===== config.mk =====
export PLATFORM = sky130hd
export DESIGN_NAME = vid_rd_sched
export DESIGN_NICKNAME = d
export VERILOG_FILES = /design/src/rtl/vid_rd_sched.sv
export SDC_FILE = /design/constraint.sdc
export NUM_CORES = 1
export LEC_CHECK = 0
export BUFFER_PORTS_ARGS = -buffer_cell sky130_fd_sc_hd__buf_2
export CAP_MARGIN = 25
export CORE_ASPECT_RATIO = 0.8
export CORE_MARGIN = 3
export CORE_UTILIZATION = 61
export CTS_BUF_LIST = sky130_fd_sc_hd__clkbuf_8 sky130_fd_sc_hd__clkbuf_16
export CTS_CLUSTER_DIAMETER = 30
export DETAILED_ROUTE_END_ITERATION = 10
export GPL_TIMING_DRIVEN = 0
export PLACE_DENSITY = 0.84
export SLEW_MARGIN = 0
export SYNTH_ARGS = -nofsm -noshare
export SYNTH_HDL_FRONTEND = slang
export SYNTH_SLANG_ARGS = --single-unit

===== constraint.sdc =====
create_clock -name I_sch_clk -period 13.94 [get_ports I_sch_clk]
set_clock_uncertainty 0.05 [all_clocks]
set_input_delay 1.394 -clock I_sch_clk [delete_from_list [all_inputs] [get_ports I_sch_clk]]
set_output_delay 1.394 -clock I_sch_clk [all_outputs]
set_load 0.02 [all_outputs]

===== src/rtl/vid_rd_sched.sv =====
// Frame-read scheduler: picks the newest finished frame buffer on each VTC sync,
// flushes the line FIFO and streams the frame out of DDR as FIFO-gated bursts.
module vid_rd_sched #(
    parameter int H_ActiveSize = 1920,
    parameter int V_ActiveSize = 1080,
    parameter int BEAT_PIX     = 8,
    parameter int BEAT_BYTES   = 16,
    parameter int BURST_BEATS  = 16,
    parameter int FIFO_DEPTH   = 512,
    parameter int FLUSH_CYCLES = 4,
    parameter int ADDR_W       = 28,
    parameter logic [ADDR_W-1:0] FRAME_BASE   = 28'h0000000,
    parameter logic [ADDR_W-1:0] FRAME_STRIDE = 28'h0800000
) (
    input  logic              I_sch_clk,
    input  logic              I_sch_rst,
    input  logic              I_vtc_vs,
    input  logic              I_wr_frame_done,
    input  logic [1:0]        I_wr_frame_idx,
    input  logic [9:0]        I_fifo_wcnt,
    output logic              O_rd_req,
    input  logic              I_rd_ack,
    output logic [ADDR_W-1:0] O_rd_addr,
    output logic [7:0]        O_rd_len,
    input  logic              I_rd_done,
    output logic              O_fifo_flush,
    output logic [1:0]        O_rd_frame_idx,
    output logic              O_frame_late,
    output logic              O_busy
);

    localparam int FRAME_BEATS = H_ActiveSize * V_ActiveSize / BEAT_PIX;
    localparam int BCNT_W      = $clog2(FRAME_BEATS + 1);
    localparam int FCNT_W      = (FLUSH_CYCLES > 1) ? $clog2(FLUSH_CYCLES) : 1;

    typedef enum logic [2:0] {S_IDLE, S_FLUSH, S_CHECK, S_REQ, S_WAIT} state_t;

    state_t              state_q, state_d;
    logic                vs_q;
    logic [FCNT_W-1:0]   flushCnt_q, flushCnt_d;
    logic [BCNT_W-1:0]   beatCnt_q, beatCnt_d;
    logic [1:0]          latestIdx_q, latestIdx_d;
    logic                newFlag_q, newFlag_d;
    logic [1:0]          frameIdx_q, frameIdx_d;
    logic                restart_q, restart_d;
    logic                req_q, req_d;
    logic [ADDR_W-1:0]   addr_q, addr_d;
    logic [7:0]          len_q, len_d;
    logic                flush_q, flush_d;
    logic                late_q, late_d;
    logic                busy_q, busy_d;

    logic                syncEvt;
    logic                spaceOk;
    logic [31:0]         remaining;
    logic [31:0]         lenFull;
    logic [63:0]         addrFull;

    assign syncEvt = I_vtc_vs & ~vs_q;
    assign spaceOk = (32'(I_fifo_wcnt) + 32'(len_q)) <= 32'(FIFO_DEPTH);

    always_comb begin
        state_d     = state_q;
        flushCnt_d  = flushCnt_q;
        beatCnt_d   = beatCnt_q;
        latestIdx_d = latestIdx_q;
        newFlag_d   = newFlag_q;
        frameIdx_d  = frameIdx_q;
        restart_d   = restart_q;
        late_d      = 1'b0;

        unique case (state_q)
            S_IDLE: begin
                if (syncEvt) state_d = S_FLUSH;
            end
            S_FLUSH: begin
                beatCnt_d = '0;
                if (flushCnt_q == FCNT_W'(FLUSH_CYCLES - 1)) state_d = S_CHECK;
                else flushCnt_d = flushCnt_q + 1'b1;
            end
            S_CHECK: begin
                // A finished frame meeting a sync is simply the next frame, not a late one.
                if (beatCnt_q == BCNT_W'(FRAME_BEATS)) begin
                    state_d = syncEvt ? S_FLUSH : S_IDLE;
                end else if (syncEvt) begin
                    late_d  = 1'b1;
                    state_d = S_FLUSH;
                end else if (spaceOk) begin
                    state_d = S_REQ;
                end
            end
            S_REQ: begin
                if (syncEvt) begin
                    late_d    = 1'b1;
                    restart_d = 1'b1;
                end
                if (I_rd_ack) state_d = S_WAIT;
            end
            S_WAIT: begin
                if (syncEvt) begin
                    late_d    = 1'b1;
                    restart_d = 1'b1;
                end
                if (I_rd_done) begin
                    beatCnt_d = beatCnt_q + BCNT_W'(len_q);
                    state_d   = (restart_q || syncEvt) ? S_FLUSH : S_CHECK;
                end
            end
            default: state_d = S_IDLE;
        endcase

        // Buffer switch happens only on FLUSH entry; a same-cycle done pulse lands for the next frame.
        if (state_d == S_FLUSH && state_q != S_FLUSH) begin
            flushCnt_d = '0;
            beatCnt_d  = '0;
            restart_d  = 1'b0;
            if (newFlag_q) begin
                frameIdx_d = latestIdx_q;
                newFlag_d  = 1'b0;
            end
        end
        if (I_wr_frame_done) begin
            latestIdx_d = I_wr_frame_idx;
            newFlag_d   = 1'b1;
        end
    end

    assign remaining = 32'(FRAME_BEATS) - 32'(beatCnt_d);
    assign lenFull   = (remaining > 32'(BURST_BEATS)) ? 32'(BURST_BEATS) : remaining;
    assign addrFull  = 64'(FRAME_BASE) + 64'(frameIdx_d) * 64'(FRAME_STRIDE)
                     + 64'(beatCnt_d) * 64'(BEAT_BYTES);

    // Outputs are registered copies of the next state so they line up with it.
    always_comb begin
        req_d   = (state_d == S_REQ);
        flush_d = (state_d == S_FLUSH);
        busy_d  = (state_d != S_IDLE);
        addr_d  = addr_q;
        len_d   = len_q;
        if (state_d != S_IDLE) begin
            addr_d = addrFull[ADDR_W-1:0];
            len_d  = lenFull[7:0];
        end
    end

    always_ff @(posedge I_sch_clk or posedge I_sch_rst) begin
        if (I_sch_rst) begin
            state_q     <= S_IDLE;
            vs_q        <= 1'b0;
            flushCnt_q  <= '0;
            beatCnt_q   <= '0;
            latestIdx_q <= 2'd0;
            newFlag_q   <= 1'b0;
            frameIdx_q  <= 2'd0;
            restart_q   <= 1'b0;
            req_q       <= 1'b0;
            addr_q      <= '0;
            len_q       <= 8'd0;
            flush_q     <= 1'b0;
            late_q      <= 1'b0;
            busy_q      <= 1'b0;
        end else begin
            state_q     <= state_d;
            vs_q        <= I_vtc_vs;
            flushCnt_q  <= flushCnt_d;
            beatCnt_q   <= beatCnt_d;
            latestIdx_q <= latestIdx_d;
            newFlag_q   <= newFlag_d;
            frameIdx_q  <= frameIdx_d;
            restart_q   <= restart_d;
            req_q       <= req_d;
            addr_q      <= addr_d;
            len_q       <= len_d;
            flush_q     <= flush_d;
            late_q      <= late_d;
            busy_q      <= busy_d;
        end
    end

    assign O_rd_req       = req_q;
    assign O_rd_addr      = addr_q;
    assign O_rd_len       = len_q;
    assign O_fifo_flush   = flush_q;
    assign O_rd_frame_idx = frameIdx_q;
    assign O_frame_late   = late_q;
    assign O_busy         = busy_q;

endmodule

# --- Yosys cells after proc, flatten, opt, wreduce, memory -nomap -nowiden ---
# Cells that the tools add are included.
classes:
  n_eq_ne: 10
  n_mux: 27
  reduce_logical: 11
  addsub: 5
  n_lt_le_gt_ge: 2
  bitwise_logic: 2
ops:
  columns: ["op", "count"]
  rows:
  - ["$mux W18", 2]
  - ["$pmux W18 S2", 1]
  - ["$gt A32 B5 Y1 const B", 1]
  - ["$add A25 B22 Y26", 1]
  - ["$mux W3", 7]
  - ["$sub A18 B18 Y19 const A", 1]
  - ["$add A18 B8 Y18", 1]
  - ["$eq A18 B18 Y1 const B", 1]
  - ["$pmux W3 S5", 1]
  - ["$mux W2", 6]
  - ["$add A10 B8 Y11", 1]
  - ["$le A11 B10 Y1 const B", 1]
  - ["$eq A3 B2 Y1 const B", 3]
  - ["$mux W1", 8]
  - ["$mux W8", 1]
  - ["$reduce_bool A2 Y1", 4]
  - ["$eq A3 B1 Y1 const B", 2]
  - ["$reduce_and A2 Y1", 2]
  - ["$eq A3 B3 Y1 const B", 1]
  - ["$logic_not A3 Y1", 1]
  - ["$ne A3 B1 Y1 const B", 1]
  - ["$reduce_bool A3 Y1", 1]
  - ["$add A2 B1 Y2 const B", 1]
  - ["$eq A2 B2 Y1 const B", 1]
  - ["other kinds (7)", 7]
totals:
  register_bits: 70
  word_cells: 71

# --- Logic depth before layout (Yosys ltp) ---
logic_depth:
  ltp_word: 12
  depth_mapped: 21
  mapped_depth_nobuf: 20

# --- Worst setup path before layout ---
# Ideal clock, no wire load.
synth_timing:
  path_kind: "in2reg"
  from: "in I_fifo_wcnt[0]"
  to: "reg len_q[4], in the netlist O_rd_len[4]"
  setup_time_ns: 0.119
  n_path_buf: 2
  required_time_ns: 13.771
  slack_ns: 7.894
  t_arrival_ns: 5.877
  cell_stages: 21
  path_cell_list: "ha_1 -> fa_1 -> a21o_1 -> a221oi_2 -> nor3_1 -> nor3b_2 -> nand4bb_2 -> a21o_4 -> inv_2 -> buf_2 -> buf_1 -> or3_1 -> ha_1 -> nor3b_1 -> nand3_1 -> xor2_1 -> mux2_2 -> o2111ai_2 -> a2111oi_4 -> nand4_1 -> o21ba_1"
synth_between:
  elab_chain_cells: 12
synth_rtl:
  columns: ["item", "line_no", "text"]
  rows:
  - ["from (decl)", "20", "input logic [9:0] I_fifo_wcnt,"]
  - ["$add A10 B8 Y11 *", "60", "assign spaceOk = (32'(I_fifo_wcnt) + 32'(len_q)) <= 32'(FIFO_DEPTH);"]
  - ["$le A11 B10 Y1 *", "60", null]
  - ["$mux W3 *", "88", "end else if (spaceOk) begin"]
  - ["$mux W3 *", "85", "end else if (syncEvt) begin"]
  - ["$mux W3 *", "83", "if (beatCnt_q == BCNT_W'(FRAME_BEATS)) begin"]
  - ["$pmux W3 S5 *", "72", "unique case (state_q)"]
  - ["$eq A3 B1 Y1 *", null, null]
  - ["net flush_d", "49", "logic flush_q, flush_d;"]
  - ["$logic_and A1 B1 Y1 *", "113", "if (state_d == S_FLUSH && state_q != S_FLUSH) begin"]
  - ["$mux W18 *", "113", null]
  - ["$sub A18 B18 Y19 *", "128", "assign remaining = 32'(FRAME_BEATS) - 32'(beatCnt_d);"]
  - ["$gt A32 B5 Y1", "129", "assign lenFull = (remaining > 32'(BURST_BEATS)) ? 32'(BURST_BEATS) : remaining;"]
  - ["$mux W8 *", "129", null]
  - ["to (signal assigned)", "173", "len_q <= len_d;"]
  - ["to (decl)", "48", "logic [7:0] len_q, len_d;"]
# The timed path passes the listed nets; every way through them passes the cells marked *.
# A chain may end at the register's enable or synchronous reset.

# --- Final worst setup path ---
# Ends and elaborated chain as after synthesis.

==> run metrics <==
status completed; Root Buffer clkbuf_8; area leader, netlist dfrtp_1; drt first pass iters 5; post_cts resized 0; setup TNS 0 ns; CTS Sinks between 60 and 70; Post-Synthesis Cells about 500; Final min period around 7 ns; antenna violations before repair 0; Sw Pwr roughly 0.33 mW; Flop pwr share between 30% and 40%; Worst-path clk slew approximately 0.080 ns; Max Slew Vio Count 0; Largest delay share family, worst path compound AO/OA/AOI/OAI gates; Worst Path Buf+Inv 4; Peak Freq between 100 and 150 MHz; hold_buf cts 0; Die ar. 8340 sq um; FF+latch count, synth 62; ys async rst share 100%; VDD IR-drop max between 0.0001 and 0.00015 V; Crit Path Max Fanout 10; Startpoint Class input pin; Layout Nets between 600 and 700; share of cells above drive strength 1 a little over a fifth; Setup Fix Bufs, Post-CTS 0; Netlist cell types 80; Synth top cells by count 62 x dfrtp_1, 58 x nand2_1, 44 x nor2_1; Rel. slew slack 45.4%; CTS tree yes; Pint 0.376 mW; Ports 60; die width 101 um; DR WL/cell between 15 and 20 um; DR iter-0 viols about 360; Tot GR Track Use 31.1%; first-pass GRT wire length ~20 mm; Logic pwr share slightly below 50%; CP max stage cell buf_1; Syn. warnings 0; CP arrival about 7.0 ns; Leakage 2.42 nW; RSZ-0062 raised after global routing false; Detailed Route WL 12.4 mm; max-cap viol count 0; Slew @ Worst Pin 0.816 ns; DR vias ~4.2k; Post-DP Area ~4800 sq um; synthesized cell area 4440 sq um; clock network fraction of design power about a fifth; final setup vio count 0; GR Util met3 slightly above 7%; Worst Hold Class reg -> reg; GPL Wtd Cong a little under 1; design area 5020 sq um; Yosys top cell area share 35.0%; Crit Path Class in -> reg; dpl hpwl roughly 9.5 mm; Post-synth EDFFs 0; Tcrit/Tclk final around half; Clock Tree Buf Depth 2; gr busiest metal met2; Syn-to-layout area delta 13.3%; Starting Density between 60 and 70%; worst skew pair latency between 0.3 and 0.4 ns; sequential fraction of the synthesis area a little over a third; CP required between 10 and 15 ns; # diodes 0; syn avg cell area 8.96 sq um; overall power a little over 0.7 mW; Rows 27; Synth Flop Type dfrtp_1; GR Overflow Total 0; pwr dens about 140 nW/um^2; M1 GR Usage between 40 and 50%; # DRC 0; final core utilization 72.2%; Avg Vias per Cell between 6 and 7; chip height approximately 80 um; Crit. End Element flop; slowest stage delay, CP between 0.5 and 0.6 ns; Switching Share a little under half; met2 Use GR about half; Cell Chain, Critical Path buf_2, ha_1, fa_1, a21o_1, a221oi_2, nor3_1, nor3b_2, nand4bb_2, a21o_4, inv_2, buf_2, buf_1, or3_1, ha_1, nor3b_1, nand3_1, xor2_1, mux2_2, o2111ai_2, a2111oi_4, nand4_1, o21ba_1; final hold violations 0; H-tree levels 3; vias in the first global route 3996; pin count of the biggest net entering global routing 33; Core ar. 6960 sq um; Hold WS approximately 0.42 ns; most frequent cell after synthesis dfrtp_1; antenna viol nets, final 0; top post-synthesis cells by area dfrtp_1 35%, ha_1 5.4%, nand2_1 4.9%; Num CTS Buffers 9; PortBufs 50
==> final cells by class <==
cell class / instances / area [sq um]
timing repair buffer: 51 / 270
tap: 87 / 109
fill: 550 / 1940
inverter: 17 / 63.8
sequential: 62 / 1550
buffer: 30 / 180
clock inverter: 6 / 45.0
multi-input combinational: 393 / 2670
clock buffer: 10 / 138
==> worst reg2reg max path: stages, from the launching register on <==
cell	delay, ns
dfrtp_1	0.42
ha_1	0.22
fa_1	0.42
a21o_1	0.23
a221oi_2	0.35
nor3_1	0.13
nor3b_2	0.34
nand4bb_2	0.23
a21o_4	0.30
inv_2	0.08
buf_2	0.24
buf_1	0.55
or3_1	0.26
ha_1	0.32
nor3b_1	0.41
nand3_1	0.15
xor2_1	0.16
mux2_2	0.17
o2111ai_2	0.15
a2111oi_4	0.49
nand4_1	0.14
o21ba_1	0.19
==> metrics by stage <==
stage / setup WS, ns / instances
after global routing: 6.85 / 656
final: 7.14 / 656
after detailed placement: 6.89 / 640
after global placement: 6.98 / 639
after CTS: 7.25 / 656
after floorplan: 7.89 / 502
==> logic make-up (layout without fill, tap and decap cells) <==
kind of cell               Yosys count  after routing  synth area share (%)
adders and majority gates           21             21                  6.26
DFF                                 62             62                  35.0
xor gates and xnor gates            28             28                  5.53
muxes                               12             12                  3.05
buffers and inverters               47            114                  5.50
and+or+nand+nor                    205            205                  24.4
AOI/OAI and AO/OA                  119            119                  20.2
other                                1              8                0.0845
==> sequential cells by signal, summed over array words and instances (netlist names) <==
| register | flops |
|---|---|
| O_fifo_flush | 1 |
| vs_q | 1 |
| beatCnt_q | 18 |
| state_q | 3 |
| newFlag_q | 1 |
| O_frame_late | 1 |
| flushCnt_q | 2 |
| O_rd_req | 1 |
| O_rd_addr | 20 |
| restart_q | 1 |
| O_rd_frame_idx | 2 |
| latestIdx_q | 2 |
| O_rd_len | 8 |
| O_busy | 1 |
==> routing by layer <==
layer	wire, um	vias up
li1	-	1924
met1	5430	2023
met2	5650	208
met3	1170	24
met4	184	0
met5	0	-
==> layout by cell type, fill, tap and decap left out, types with 5 or more instances in the layout <==
master / synthesis / final
dfrtp_1: 62 / 62
nand2_1: 58 / 58
buf_2: 6 / 56
nor2_1: 44 / 44
a21oi_1: 20 / 20
ha_1: 19 / 19
xnor2_1: 18 / 18
nand3_1: 18 / 18
nor3_1: 15 / 15
inv_1: 15 / 14
o22ai_1: 11 / 11
nand4_1: 11 / 11
o21ai_0: 11 / 11
a21o_1: 11 / 11
clkbuf_1: 10 / 10
xor2_1: 10 / 10
buf_4: 10 / 10
clkbuf_8: 0 / 10
mux2_2: 8 / 8
nand2b_1: 8 / 8
conb_1: 1 / 8
o21ai_1: 7 / 7
a211oi_1: 7 / 7
and2_1: 6 / 6
nor2b_1: 6 / 6
and3_1: 6 / 6
a211oi_2: 5 / 5
==> power groups by stage <==
stage | Combinational (mW) | Sequential (mW) | Clock (mW)
global placement | 0.329 | 0.216 | 0
CTS | 0.341 | 0.213 | 0.150
finish | 0.348 | 0.213 | 0.149
detailed placement | 0.339 | 0.216 | 0
floorplan | 0.221 | 0.229 | 0
global route | 0.371 | 0.216 | 0.156
==> path summary, 6_finish.rpt <==
check	startpoint	to	slack (ns)	depth (start not counted)
min in group asynchronous	I_sch_rst	O_rd_addr[14]	1.07	2
hold reg to reg	O_rd_addr[10]	O_rd_addr[10]	0.42	2
setup reg to reg	O_rd_len[0]	O_rd_len[4]	7.85	21
hold / removal	O_rd_addr[10]	O_rd_addr[10]	0.42	2
setup / recovery	I_fifo_wcnt[0]	O_rd_len[4]	7.14	22
max in group asynchronous	I_sch_rst	restart_q	12.14	3
(Power assumes the default switching activity.)
